<file path="src/rtl/adc_spi_capture.sv">
`default_nettype none
// ============================================================================
// Module   : adc_spi_capture
// Purpose  : Triggers one conversion on an external SPI ADC per start request,
//            waits for BUSY to fall, clocks out DATA_BITS bits MSB first
//            (CPOL=0) and presents the word as a signed sample with a
//            1-cycle valid strobe. Aborts with a timeout strobe if BUSY never
//            falls.
// Ports    : clk, rst (async, active high)
//            start_i                 - 1-cycle request, honoured in IDLE only
//            adc_busy_i, adc_sdo_i   - ADC BUSY (asynchronous) and serial data
//            adc_convst_o, adc_cs_n_o, adc_sclk_o - ADC control / SPI outputs
//            sample_out_o            - last captured sample (held)
//            sample_valid_o          - sample_out_o updated this cycle
//            ready_o                 - high in IDLE only
//            timeout_err_o           - conversion aborted, BUSY never fell
//            overrange_o             - full-scale flag (ADC_OVERRANGE_EN only)
// Options  : `define ADC_OVERRANGE_EN adds overrange_o
// Revision : 1.0 - initial release
// ============================================================================
module adc_spi_capture #(
    parameter int CLK_DIV     = 4,
    parameter int DATA_BITS   = 24,
    parameter int CONVST_W    = 8,
    parameter int BUSY_IGN    = 4,
    parameter int TIMEOUT_CYC = 4096
) (
    input  logic                 clk,
    input  logic                 rst,
    input  logic                 start_i,
    input  logic                 adc_busy_i,
    input  logic                 adc_sdo_i,
    output logic                 adc_convst_o,
    output logic                 adc_cs_n_o,
    output logic                 adc_sclk_o,
    output logic [DATA_BITS-1:0] sample_out_o,
    output logic                 sample_valid_o,
    output logic                 ready_o,
`ifdef ADC_OVERRANGE_EN
    output logic                 overrange_o,
`endif
    output logic                 timeout_err_o
);

    // One shared counter serves CONVST width, WAIT_BUSY timeout and the
    // SCLK half-period divider, so it is sized for the largest of the three.
    localparam int c_CNT_MAX = (TIMEOUT_CYC > CONVST_W) ?
                               ((TIMEOUT_CYC > CLK_DIV) ? TIMEOUT_CYC : CLK_DIV) :
                               ((CONVST_W > CLK_DIV) ? CONVST_W : CLK_DIV);
    localparam int c_CNT_W   = $clog2(c_CNT_MAX + 1);
    localparam int c_BIT_W   = $clog2(DATA_BITS + 1);

    typedef enum logic [2:0] {
        S_IDLE   = 3'd0,
        S_CONVST = 3'd1,
        S_WAIT   = 3'd2,
        S_SHIFT  = 3'd3,
        S_DONE   = 3'd4
    } state_t;

    state_t                 state_q, state_d;
    logic [c_CNT_W-1:0]     cnt_q, cnt_d;
    logic [c_BIT_W-1:0]     bit_q, bit_d;
    logic                   sclk_q, sclk_d;
    logic [DATA_BITS-1:0]   shreg_q, shreg_d;
    logic [DATA_BITS-1:0]   sample_q, sample_d;
    logic                   busy_s1_q, busy_s2_q;
    logic                   w_last_bit;
`ifdef ADC_OVERRANGE_EN
    logic                   ovr_q, ovr_d;
`endif

    assign w_last_bit = (bit_q == c_BIT_W'(DATA_BITS));

    always_ff @(posedge clk or posedge rst) begin
        if (rst) begin
            state_q   <= S_IDLE;
            cnt_q     <= '0;
            bit_q     <= '0;
            sclk_q    <= 1'b0;
            shreg_q   <= '0;
            sample_q  <= '0;
            busy_s1_q <= 1'b0;
            busy_s2_q <= 1'b0;
`ifdef ADC_OVERRANGE_EN
            ovr_q     <= 1'b0;
`endif
        end else begin
            state_q   <= state_d;
            cnt_q     <= cnt_d;
            bit_q     <= bit_d;
            sclk_q    <= sclk_d;
            shreg_q   <= shreg_d;
            sample_q  <= sample_d;
            busy_s1_q <= adc_busy_i;
            busy_s2_q <= busy_s1_q;
`ifdef ADC_OVERRANGE_EN
            ovr_q     <= ovr_d;
`endif
        end
    end

    always_comb begin
        state_d       = state_q;
        cnt_d         = cnt_q;
        bit_d         = bit_q;
        sclk_d        = sclk_q;
        shreg_d       = shreg_q;
        sample_d      = sample_q;
        timeout_err_o = 1'b0;
`ifdef ADC_OVERRANGE_EN
        ovr_d         = ovr_q;
`endif
        case (state_q)
            S_IDLE: begin
                if (start_i) begin
                    state_d = S_CONVST;
                    cnt_d   = '0;
                end
            end
            S_CONVST: begin
                if (cnt_q == c_CNT_W'(CONVST_W - 1)) begin
                    state_d = S_WAIT;
                    cnt_d   = '0;
                end else begin
                    cnt_d = cnt_q + c_CNT_W'(1);
                end
            end
            S_WAIT: begin
                // BUSY falling wins over a timeout landing on the same cycle.
                if ((cnt_q >= c_CNT_W'(BUSY_IGN)) && !busy_s2_q) begin
                    state_d = S_SHIFT;
                    cnt_d   = '0;
                    bit_d   = '0;
                    sclk_d  = 1'b0;
                end else if (cnt_q == c_CNT_W'(TIMEOUT_CYC)) begin
                    state_d       = S_IDLE;
                    timeout_err_o = 1'b1;
                end else begin
                    cnt_d = cnt_q + c_CNT_W'(1);
                end
            end
            S_SHIFT: begin
                // Leave once SCLK is back low after the final rising edge.
                if (!sclk_q && w_last_bit) begin
                    state_d  = S_DONE;
                    sample_d = shreg_q;
`ifdef ADC_OVERRANGE_EN
                    ovr_d = (shreg_q == {1'b0, {(DATA_BITS-1){1'b1}}}) ||
                            (shreg_q == {1'b1, {(DATA_BITS-1){1'b0}}});
`endif
                end else if (cnt_q == c_CNT_W'(CLK_DIV - 1)) begin
                    cnt_d  = '0;
                    sclk_d = !sclk_q;
                    if (!sclk_q) begin
                        // 0->1 transition: data has settled for CLK_DIV cycles.
                        shreg_d = {shreg_q[DATA_BITS-2:0], adc_sdo_i};
                        if (!w_last_bit) begin
                            bit_d = bit_q + c_BIT_W'(1);
                        end
                    end
                end else begin
                    cnt_d = cnt_q + c_CNT_W'(1);
                end
            end
            S_DONE: begin
                state_d = S_IDLE;
            end
            default: begin
                state_d = S_IDLE;
            end
        endcase
    end

    assign adc_convst_o   = (state_q == S_CONVST);
    assign adc_cs_n_o     = (state_q != S_SHIFT);
    assign adc_sclk_o     = sclk_q;
    assign sample_out_o   = sample_q;
    assign sample_valid_o = (state_q == S_DONE);
    assign ready_o        = (state_q == S_IDLE);
`ifdef ADC_OVERRANGE_EN
    assign overrange_o    = ovr_q;
`endif

endmodule
`default_nettype wire

</file>
<file path="config.mk">
export PLATFORM = sky130hd
export DESIGN_NAME = adc_spi_capture
export DESIGN_NICKNAME = d
export VERILOG_FILES = /design/src/rtl/adc_spi_capture.sv
export SDC_FILE = /design/constraint.sdc
export NUM_CORES = 1
export LEC_CHECK = 0
export BUFFER_PORTS_ARGS = -buffer_cell sky130_fd_sc_hd__buf_2
export CORE_MARGIN = 4
export CORE_UTILIZATION = 40
export DETAILED_ROUTE_END_ITERATION = 8
export SETUP_SLACK_MARGIN = 0.4
export SLEW_MARGIN = 20
export SYNTH_ARGS = -nofsm -noshare
export SYNTH_HDL_FRONTEND = slang
export SYNTH_SLANG_ARGS = --single-unit
</file>
<file path="constraint.sdc">
create_clock -name clk -period 6.3 [get_ports clk]
set_input_delay 0.945 -clock clk [delete_from_list [all_inputs] [get_ports clk]]
set_output_delay 0.945 -clock clk [all_outputs]
set_load 0.02 [all_outputs]
</file>
==> results of run 1 <==
[logic make-up after synthesis]
family	count (synthesis)
muxes	49
buffers and inverters	18
and+or+nand+nor	75
adders and majority gates	4
AOI/OAI and AO/OA	18
xor gates and xnor gates	14
DFF	72
[metal layers]
metal	track usage, %	vias up	part of all wire (%)	wire length (um)
li1	-	963	-	-
met1	17.8	954	50	2870
met2	18.7	46	43	2510
met3	5.52	6	6.0	346
met4	4.20	0	1.2	67
met5	0	-	0	0
[power breakdown]
part           internal (mW)  total [mW]  switching, mW
registers              0.494       0.540         0.0457
logic                 0.0923       0.238          0.145
clock network          0.143       0.317          0.175
[worst paths after layout]
check / start / to / slack, ns / cells past startpoint
setup / recovery: cnt_q[0] / timeout_err_o / 3.58 / 6
hold / removal: busy_s1_q / busy_s2_q / 0.37 / 0
setup reg to reg: bit_q[0] / cnt_q[4] / 4.03 / 6
hold reg to reg: busy_s1_q / busy_s2_q / 0.37 / 0
max in group asynchronous: rst / bit_q[1] / 4.84 / 3
min in group asynchronous: rst / sample_out_o[5] / 0.86 / 3
[flip-flops by register name, indices dropped and copies added, names as in the netlist]
| register | count |
|---|---|
| cnt_q | 13 |
| shreg_q | 24 |
| state_q | 3 |
| bit_q | 5 |
| sample_out_o | 24 |
| busy_s1_q | 1 |
| adc_sclk_o | 1 |
| busy_s2_q | 1 |
[per-stage QoR]
| step | power (mW) | setup WS, ns | hold WS (ns) |
|---|---|---|---|
| 2_1_floorplan | 0.739 | 3.53 | 0.331 |
| 3_3_place_gp | 0.785 | 3.90 | 0.334 |
| 3_5_place_dp | 0.788 | 3.83 | 0.341 |
| 4_1_cts | 1.11 | 3.58 | 0.377 |
| 5_1_grt | 1.17 | 3.42 | 0.388 |
| 6_report | 1.10 | 3.58 | 0.370 |
[Yosys cell counts (2+ instances only)]
library cell | count | area share, %
mux2_1 | 29 | 9.8
o21ai_1 | 5 | 0.75
buf_4 | 3 | 0.68
nand2_1 | 8 | 0.91
nand3_1 | 6 | 0.91
nand4_1 | 8 | 1.5
o31ai_1 | 2 | 0.45
nor4_4 | 2 | 1.3
xor2_1 | 14 | 3.7
nor2_1 | 24 | 2.7
nor3b_1 | 2 | 0.45
inv_1 | 6 | 0.68
and3b_1 | 2 | 0.53
ha_1 | 4 | 1.5
and4b_1 | 2 | 0.60
buf_6 | 2 | 0.68
a31oi_1 | 2 | 0.38
buf_2 | 5 | 0.75
mux2_4 | 19 | 8.6
dfrtp_1 | 72 | 54
and4_1 | 5 | 1.3
nor3_1 | 2 | 0.30
and3_1 | 2 | 0.38
nor4b_1 | 2 | 0.53
a21oi_1 | 2 | 0.30
[final cells by class]
class                      count  area share [%]
tap                          102            3.43
clock inverter                 7            1.21
inverter                       7           0.706
sequential                    72            48.4
timing repair buffer          36            4.97
multi-input combinational    160            38.0
clock buffer                   9            3.33
[critical path: cells and delay by family, from the launching register on]
kind	cells	cell delay [ns]
adder cells (fa/ha/maj)	1	0.14
buffers and inverters	2	0.26
flip-flops	1	0.41
AND/OR/NAND/NOR	3	0.63
==> impl_metrics.tcl, run 1 <==
set metrics [dict create \
    hold_violations 0 \
    skew_ns 0.0124 \
    ys_seq_elements 72 \
    cellPowerDensity_nw_per_um2 294 \
    io_pins 35 \
    maxCapViolCount 0 \
    hold_path_class "reg -> reg" \
    arrival_ns 1.78 \
    wire_per_inst_um 14.7 \
    via_count 1969 \
    synth-main-ff-cell "dfrtp_1" \
    leakage_nw 1.95 \
    placed_cell_area_um2 3550 \
    syn-num-nets 259 \
    cts_root_buffer "clkbuf_8" \
    clk_pin_slew_ns 0.08 \
    grt_use_total_pct 13.0 \
    mostFrequentLayoutCells "dfrtp_1, buf_2, mux2_1" \
    synth_cell_types 45 \
    clk_path_buf_depth 2 \
    cts-hold-fix-buffers 0 \
    critPathKind "reg -> out" \
    seqCellArea_um2 1800 \
    dr.pass1.iters 4 \
    grt_pass1_wl_mm 10.1 \
    grt_pass1_vias 2016 \
    dp_hpwl_mm 3.76 \
    die_w_um 99.0 \
    slew_headroom_pct 39.9 \
    tns_ns 0 \
    synthAdderAreaFrac_pct 1.51 \
    grt_remaining_overflow 0 \
    slew_viol_final 0 \
    tritoncts "done" \
    coreArea_um2 7890 \
    ir_drop_mv 0.162 \
    final_common_cell "dfrtp_1" \
    synth_xor_area_share_pct 3.70 \
    io_buffers 34 \
    place.gp.congestion 0.815 \
    multi_input_area_um2 1410 \
    placedCellCount 377 \
    status "complete, no violations" \
    fin_nets 295 \
    slowest_delay_ns 0.41 \
    synth_edf_count 0 \
    drt-total-wl_mm 5.79 \
    drtIter0Drc 78 \
    yosysSeqAreaShare_pct 54.3 \
    setup_viol 0 \
    netlist_area_um2 3320 \
    antenna_cells 0 \
    dieArea_um2 9810 \
    final_util_pct 47.2 \
    muxShareOfSynthArea_pct 18.8 \
    drc 0 \
    cts_sinks 72 \
    crit_chain "inv_1 > ha_1 > nor4b_1 > nand4_1 > nor2_1 > buf_2" \
    final.min_clock_period_ns 2.72 \
    synth_top_family_by_area "multiplexers" \
    drive_gt1_share_pct 28.9 \
    syn_area_per_cell_um2 13.3 \
    yosys_warnings 0 \
    synthSimpleGateAreaFrac_pct 14.3 \
    nFillCells 739 \
    cts_resized 0 \
    crit_fanout 4 \
    grt_setup_unrepaired "false" \
    start_util_pct 42.0 \
    area_delta_synth_final_pct 12.3 \
    cp-start-kind "register" \
    period_share_pct 43.2 \
    synth_compound_area_share_pct 4.34 \
    post_cts_buffers 0 \
    syn_inst 250 \
    antenna_found_initial 0 \
    fmax_mhz 368 \
    via_per_inst 5.01 \
    clk_latency_ns 0.34 \
    fin_cells 393 \
    cp.required_ns 5.35 \
    ant_nets 0 \
    worst_slew_pin_slew_ns 0.902 \
    cp-end-kind "output port" \
    cp_slowest_cell "dfrtp_1" \
    final_area_um2 3720 \
    cts_made_buffers 9 \
    grt_max_degree 73 \
    die_h_um 99.0 \
    std_cell_rows 32 \
    ys_async_sr_fraction_pct 100 \
    cts_max_level 3 \
]
Power figures use the tool's default switching activity.
==> run 2, diff against run 1 <==
--- a/config.mk
+++ b/config.mk
@@ -5,6 +5,7 @@
 export SDC_FILE = /design/constraint.sdc
 export NUM_CORES = 1
 export LEC_CHECK = 0
+export ABC_AREA = 1
 export BUFFER_PORTS_ARGS = -buffer_cell sky130_fd_sc_hd__buf_2
 export CORE_MARGIN = 4
 export CORE_UTILIZATION = 40
==> constraint.sdc (replaced) <==
create_clock -name clk -period 2.65 [get_ports clk]
set_input_delay 0.3975 -clock clk [delete_from_list [all_inputs] [get_ports clk]]
set_output_delay 0.3975 -clock clk [all_outputs]
set_load 0.02 [all_outputs]
==> run 2 against run 1 <==
  * Sequential share of layout area fell by 6.7 points
  * Synthesized area grew 16%
  * Clock power grew to 3.1 times the previous value
  * Flip-flop and latch count is the same
  * Sequential power grew 130%
  * Synthesized cell count up 90%
  * First-iteration DRC count increased by 67%
  * Clock skew grew 0.00073 ns
  * Count of clock-buffer cells in the layout grew 2
==> impl_metrics.tcl, run 2 <==
set metrics [dict create \
    drive_gt1_share_pct 22.6 \
    cts_made_buffers 9 \
    netlist_area_um2 3830 \
    placedCellCount 627 \
    crit_fanout 7 \
    skew_ns 0.0131 \
    via_per_inst 4.77 \
    cp-start-kind "register" \
    synth_top_cell_area_share_pct 47.0 \
    clk_pin_slew_ns 0.08 \
    r2r_cells 9 \
    syn_inst 474 \
    hold_path_class "in -> async" \
    io_buffers 34 \
    synth_cell_types 31 \
    yosys_warnings 0 \
    grt_max_degree 49 \
    synth-main-ff-cell "dfrtp_1" \
    worstReg2RegStart "cnt_q[1]" \
    ir_drop_mv 0.372 \
    final.min_clock_period_ns 2.08 \
    leakage_nw 2.12 \
    cp-end-kind "output port" \
    ys_async_sr_fraction_pct 100 \
    area_delta_synth_final_pct 12.8 \
    clk_path_buf_depth 2 \
    maxCapViolCount 0 \
    tns_ns 0 \
    slew_headroom_pct 42.9 \
    synth_xor_area_share_pct 1.37 \
    grt_use_total_pct 15.4 \
    cts_sinks 72 \
    grt_remaining_overflow 0 \
    std_cell_rows 35 \
    syn-num-nets 483 \
    cellPowerDensity_nw_per_um2 693 \
    die_h_um 106 \
    synth_compound_area_share_pct 10.5 \
    coreArea_um2 9280 \
    synth_most_common_cell "nand2_1" \
    final_common_cell "nand2_1" \
    cts_max_level 3 \
    drc 0 \
    yosys.area.top_type "dfrtp_1" \
    hold_violations 0 \
    yosysSeqAreaShare_pct 47.0 \
    drt-total-wl_mm 8.06 \
    syn_area_per_cell_um2 8.09 \
    ys_seq_elements 72 \
    dr.pass1.iters 4 \
    placed_cell_area_um2 4090 \
    arrival_ns 1.69 \
    synthSimpleGateAreaFrac_pct 30.2 \
    worst_slew_pin_slew_ns 0.855 \
    dieArea_um2 11200 \
    critPathKind "reg -> out" \
    synthTopCellsByArea "dfrtp_1, nand2_1, nand3_1" \
    synthTopCellsByCount "nand2_1, dfrtp_1, inv_1, nand3_1, o21ai_2" \
    io_pins 35 \
    status "complete, no violations" \
    fmax_mhz 480 \
    via_count 3069 \
    tritoncts "done" \
    drtIter0Drc 130 \
    synthAdderAreaFrac_pct 1.31 \
    wire_per_inst_um 12.5 \
    clk_latency_ns 0.35 \
    antenna_cells 0 \
    ant_nets 0 \
    start_util_pct 41.3 \
    place.gp.congestion 0.852 \
    antenna_found_initial 0 \
    fin_nets 519 \
    synth_edf_count 0 \
    final_area_um2 4320 \
    period_share_pct 78.6 \
    cts-hold-fix-buffers 0 \
    fin_cells 643 \
    die_w_um 106 \
    muxShareOfSynthArea_pct 0 \
    worst_hold_slack_ns 0.157 \
    r2r_end "shreg_q[22]" \
    cp.required_ns 2.25 \
    grt_pass1_vias 2880 \
    r2r_slack_ns 0.65 \
    synth_top_family_by_area "simple AND/OR/NAND/NOR gates" \
    grt_setup_unrepaired "false" \
    slew_viol_final 0 \
    dp_hpwl_mm 5.49 \
    grt_pass1_wl_mm 14.0 \
    mostFrequentLayoutCells "nand2_1, dfrtp_1, nand3_1" \
    setup_viol 0 \
    cts_root_buffer "clkbuf_8" \
]
-- run 2: power breakdown --
| part | switching [mW] | leakage [nW] | internal [mW] |
|---|---|---|---|
| registers | 0.0741 | 0.987 | 1.17 |
| logic | 0.543 | 1.02 | 0.234 |
| clock network | 0.419 | 0.110 | 0.556 |
-- run 2: cell type report --
type	instances	area, um2
Fill cell	980	4960
Sequential cell	72	1800
Multi-Input combinational cell	326	1670
Timing Repair Buffer	43	250
Inverter	58	220
Tap cell	129	161
Clock buffer	11	141
Clock inverter	4	77.6
-- run 2: worst max path at each step --
stage                     slack (ns)       from            end
after global routing            0.41  cnt_q[10]  timeout_err_o
after global placement          0.70   cnt_q[5]       cnt_q[0]
final                           0.57   cnt_q[7]  timeout_err_o
after detailed placement        0.67   cnt_q[0]    shreg_q[22]
after floorplan                 0.43        rst     adc_sclk_o
after CTS                       0.45   cnt_q[5]  timeout_err_o
-- run 2: timing repair --
item	CTS	global route
buffers inserted	0	1
setup endpoints to repair	0	1
resized for setup	0	4
-- run 2: cell families (layout without fill, tap and decap cells) --
kind of cell,count (synthesis),count (layout)
flops,72,72
simple gates,260,260
fa+ha+maj,4,4
compound gates,56,56
xor+xnor,6,6
buf+inv,76,116
-- run 2: worst max-delay path, stage by stage, from the launching register on --
cell and delay [ns]:
dfrtp_1 0.48, inv_1 0.14, nand3_1 0.14, nor3_1 0.19, nand2_1 0.10, nor2_1 0.12
buf_2 0.17
-- run 2: per-stage QoR --
stage                     worst slack, ns  power, mW  util (%)
after floorplan                     0.428       1.84         -
after global placement              0.698       2.03      44.1
after detailed placement            0.670       2.04      44.1
after CTS                           0.452       3.02      46.4
after global routing                0.415       3.18      46.6
final                               0.566       2.99      46.6
-- run 2: layer usage --
| metal | up-vias | part of all wire (%) | wire length, um | GRT usage, % |
|---|---|---|---|---|
| met3 | 8 | 3.3 | 263 | 3.95 |
| met4 | 0 | 0.89 | 72 | 3.61 |
| li1 | 1571 | - | - | - |
| met2 | 38 | 46 | 3710 | 24.5 |
| met5 | - | 0 | 0 | 0 |
| met1 | 1452 | 50 | 4020 | 21.2 |
==> run 3, diff against run 2 <==
==> constraint.sdc (replaced) <==
create_clock -name clk -period 1.95 [get_ports clk]
set_input_delay 0.2925 -clock clk [delete_from_list [all_inputs] [get_ports clk]]
set_output_delay 0.2925 -clock clk [all_outputs]
set_load 0.02 [all_outputs]
==> run 3 against run 2 <==
  * Combinational power grew to 2.6 times the previous value
  * Count of clock-buffer cells in the layout did not move
  * Wire length rose by 39%
  * Flip-flop and latch count unchanged
  * Global-route usage increased by 1.6 points
  * Die area unchanged
  * Cell area up 33%
  * Critical path type is now reg -> reg
  * Critical endpoint is now shreg_q[18]
==> impl_metrics.tcl, run 3 (synthesis gave the netlist of run 2 again) <==
set metrics [dict create \
    status "complete, no violations" \
    skew_ns 0.0117 \
    m1WireLength_mm 4.53 \
    power_frac_clock_pct 25.9 \
    cts_made_buffers 9 \
    drtIter0Drc 150 \
    drive_gt1_share_pct 48.9 \
    grt_pass1_wl_mm 15.6 \
    arrival_ns 2.15 \
    setup_slack_ns 0.0302 \
    fin_nets 591 \
    antenna_found_initial 0 \
    dp_hpwl_mm 5.52 \
    clk_path_buf_depth 2 \
    placed_cell_area_um2 4190 \
    ant_nets 0 \
    multi_input_area_um2 2230 \
    dr.pass1.iters 4 \
    cp_slowest_cell "dfrtp_1" \
    antenna_cells 0 \
    nFillCells 785 \
    wl_met2_mm 5.90 \
    final_area_um2 5740 \
    grt_use_total_pct 17.0 \
    worst_slew_pin_slew_ns 0.442 \
    cp_common_cell "nand3_4" \
    slew_headroom_pct 70.5 \
    critPathKind "reg -> reg" \
    hold_path_class "in -> reg" \
    cp-start-kind "register" \
    mostFrequentLayoutCells "nand2_1, dfrtp_1, nand3_1, buf_4, inv_1" \
    period_share_pct 98.4 \
    hold_violations 0 \
    fmax_mhz 521 \
    seqCellArea_um2 1810 \
    cpLargestDelayFamily "simple AND/OR/NAND/NOR gates" \
    io_buffers 34 \
    slowest_delay_ns 0.41 \
    switching_power_mw 1.82 \
    crit_fanout 7 \
    cp.required_ns 2.18 \
    via_count 3656 \
    place_ws_ns 0.185 \
    std_cell_rows 35 \
    slew_viol_final 0 \
    start_util_pct 41.3 \
    clk_latency_ns 0.35 \
    cts_sinks 72 \
    clk_pin_slew_ns 0.09 \
    p_sw_share_pct 36.7 \
    maxCapViolCount 0 \
    wire_per_inst_um 15.6 \
    grt_max_degree 56 \
    area_delta_synth_final_pct 49.8 \
    pwr-share-comb_pct 40.2 \
    fin_total_pwr_mw 4.94 \
    final.min_clock_period_ns 1.92 \
    final_common_cell "nand2_1" \
    ir_drop_mv 0.524 \
    grt_remaining_overflow 0 \
    tritoncts "done" \
    place.gp.congestion 0.908 \
    grt_pass1_vias 3361 \
    via_per_inst 5.11 \
    die_w_um 106 \
    cp-end-kind "register" \
    cts_root_buffer "clkbuf_8" \
    grt_setup_unrepaired "true" \
    drc 0 \
    setup_viol 0 \
    r2r_slack_ns 0.03 \
    dieArea_um2 11200 \
    io_pins 35 \
    seqPwrFrac_pct 34.0 \
    internal-power_mw 3.13 \
    drt-total-wl_mm 11.2 \
    dr_wl_met3_um 539 \
    final_util_pct 61.9 \
    cts_max_level 3 \
    coreArea_um2 9280 \
    tns_ns 0 \
    cp_num_buf_inv 3 \
    die_h_um 106 \
    crit_chain "nor2_2 > buf_4 > nand3_4 > buf_6 > nor3_4 > nand2_4 > nor2_4 > nand3_4 > clkbuf_16 > nand2_2 > o21ai_1" \
    leakage_nw 2.71 \
    cellPowerDensity_nw_per_um2 861 \
    routed.top_layer "met4" \
]
## run 3: cell count changes in the layout (fill, tap and decap cells not counted), sizes merged
cell and change:
buf +64, bufinv -1, clkbuf +6, clkinvlp +4, dlygate4sd3 +1, inv -1
## run 3: final cells by class
cell class              count  share of cell area [%]
repair buffers            114                    18.6
well taps                 129                    2.81
inverters                  58                    4.36
repair inverters            1                   0.131
clock buffers              11                    2.64
clock inverters             5                    1.09
multi-input cells         326                    38.8
flip-flops and latches     72                    31.6
## run 3: worst reg2reg max path, delay by kind of cell (launching register included)
kind | cells | cell delay, ns
buf+inv | 3 | 0.51
flops | 1 | 0.41
compound gates | 1 | 0.05
simple gates | 7 | 0.83
## run 3: timing repair
item,in CTS,in global routing
gates resized for setup,35,162
cloned,1,12
hold buffers,1,0
pin swaps,19,27
endpoints found under the hold margin,17,0
setup buffers,35,18
endpoints found under the setup margin,72,74
## run 3: final timing paths
check	to	depth (start not counted)	start
worst max-delay path	shreg_q[18]	11	cnt_q[6]
worst min-delay path	busy_s1_q	1	adc_busy_i
worst max register to register	shreg_q[18]	11	cnt_q[6]
worst min register to register	busy_s2_q	0	busy_s1_q
max in group asynchronous	cnt_q[0]	4	rst
min in group asynchronous	sample_out_o[16]	3	rst
## run 3: metal layers
metal / up-vias / global-route usage [%]
met4: 0 / 4.35
met1: 1795 / 21.6
li1: 1728 / -
met3: 22 / 4.25
met5: - / 0
met2: 111 / 28.9
## run 3: per-stage QoR
step           hold WS, ns  std cells
3_3_place_gp         0.319        633
2_1_floorplan        0.324        474
3_5_place_dp         0.315        633
5_1_grt             0.0352        716
4_1_cts             0.0330        686
6_report            0.0454        716
## run 3: power groups by stage
stage | clock, mW | sequential (mW) | combinational, mW
after floorplan | 0 | 1.68 | 0.840
after global placement | 0 | 1.70 | 1.11
after detailed placement | 0 | 1.70 | 1.13
after CTS | 1.29 | 1.66 | 1.45
after global routing | 1.36 | 1.69 | 2.12
final | 1.28 | 1.68 | 1.99
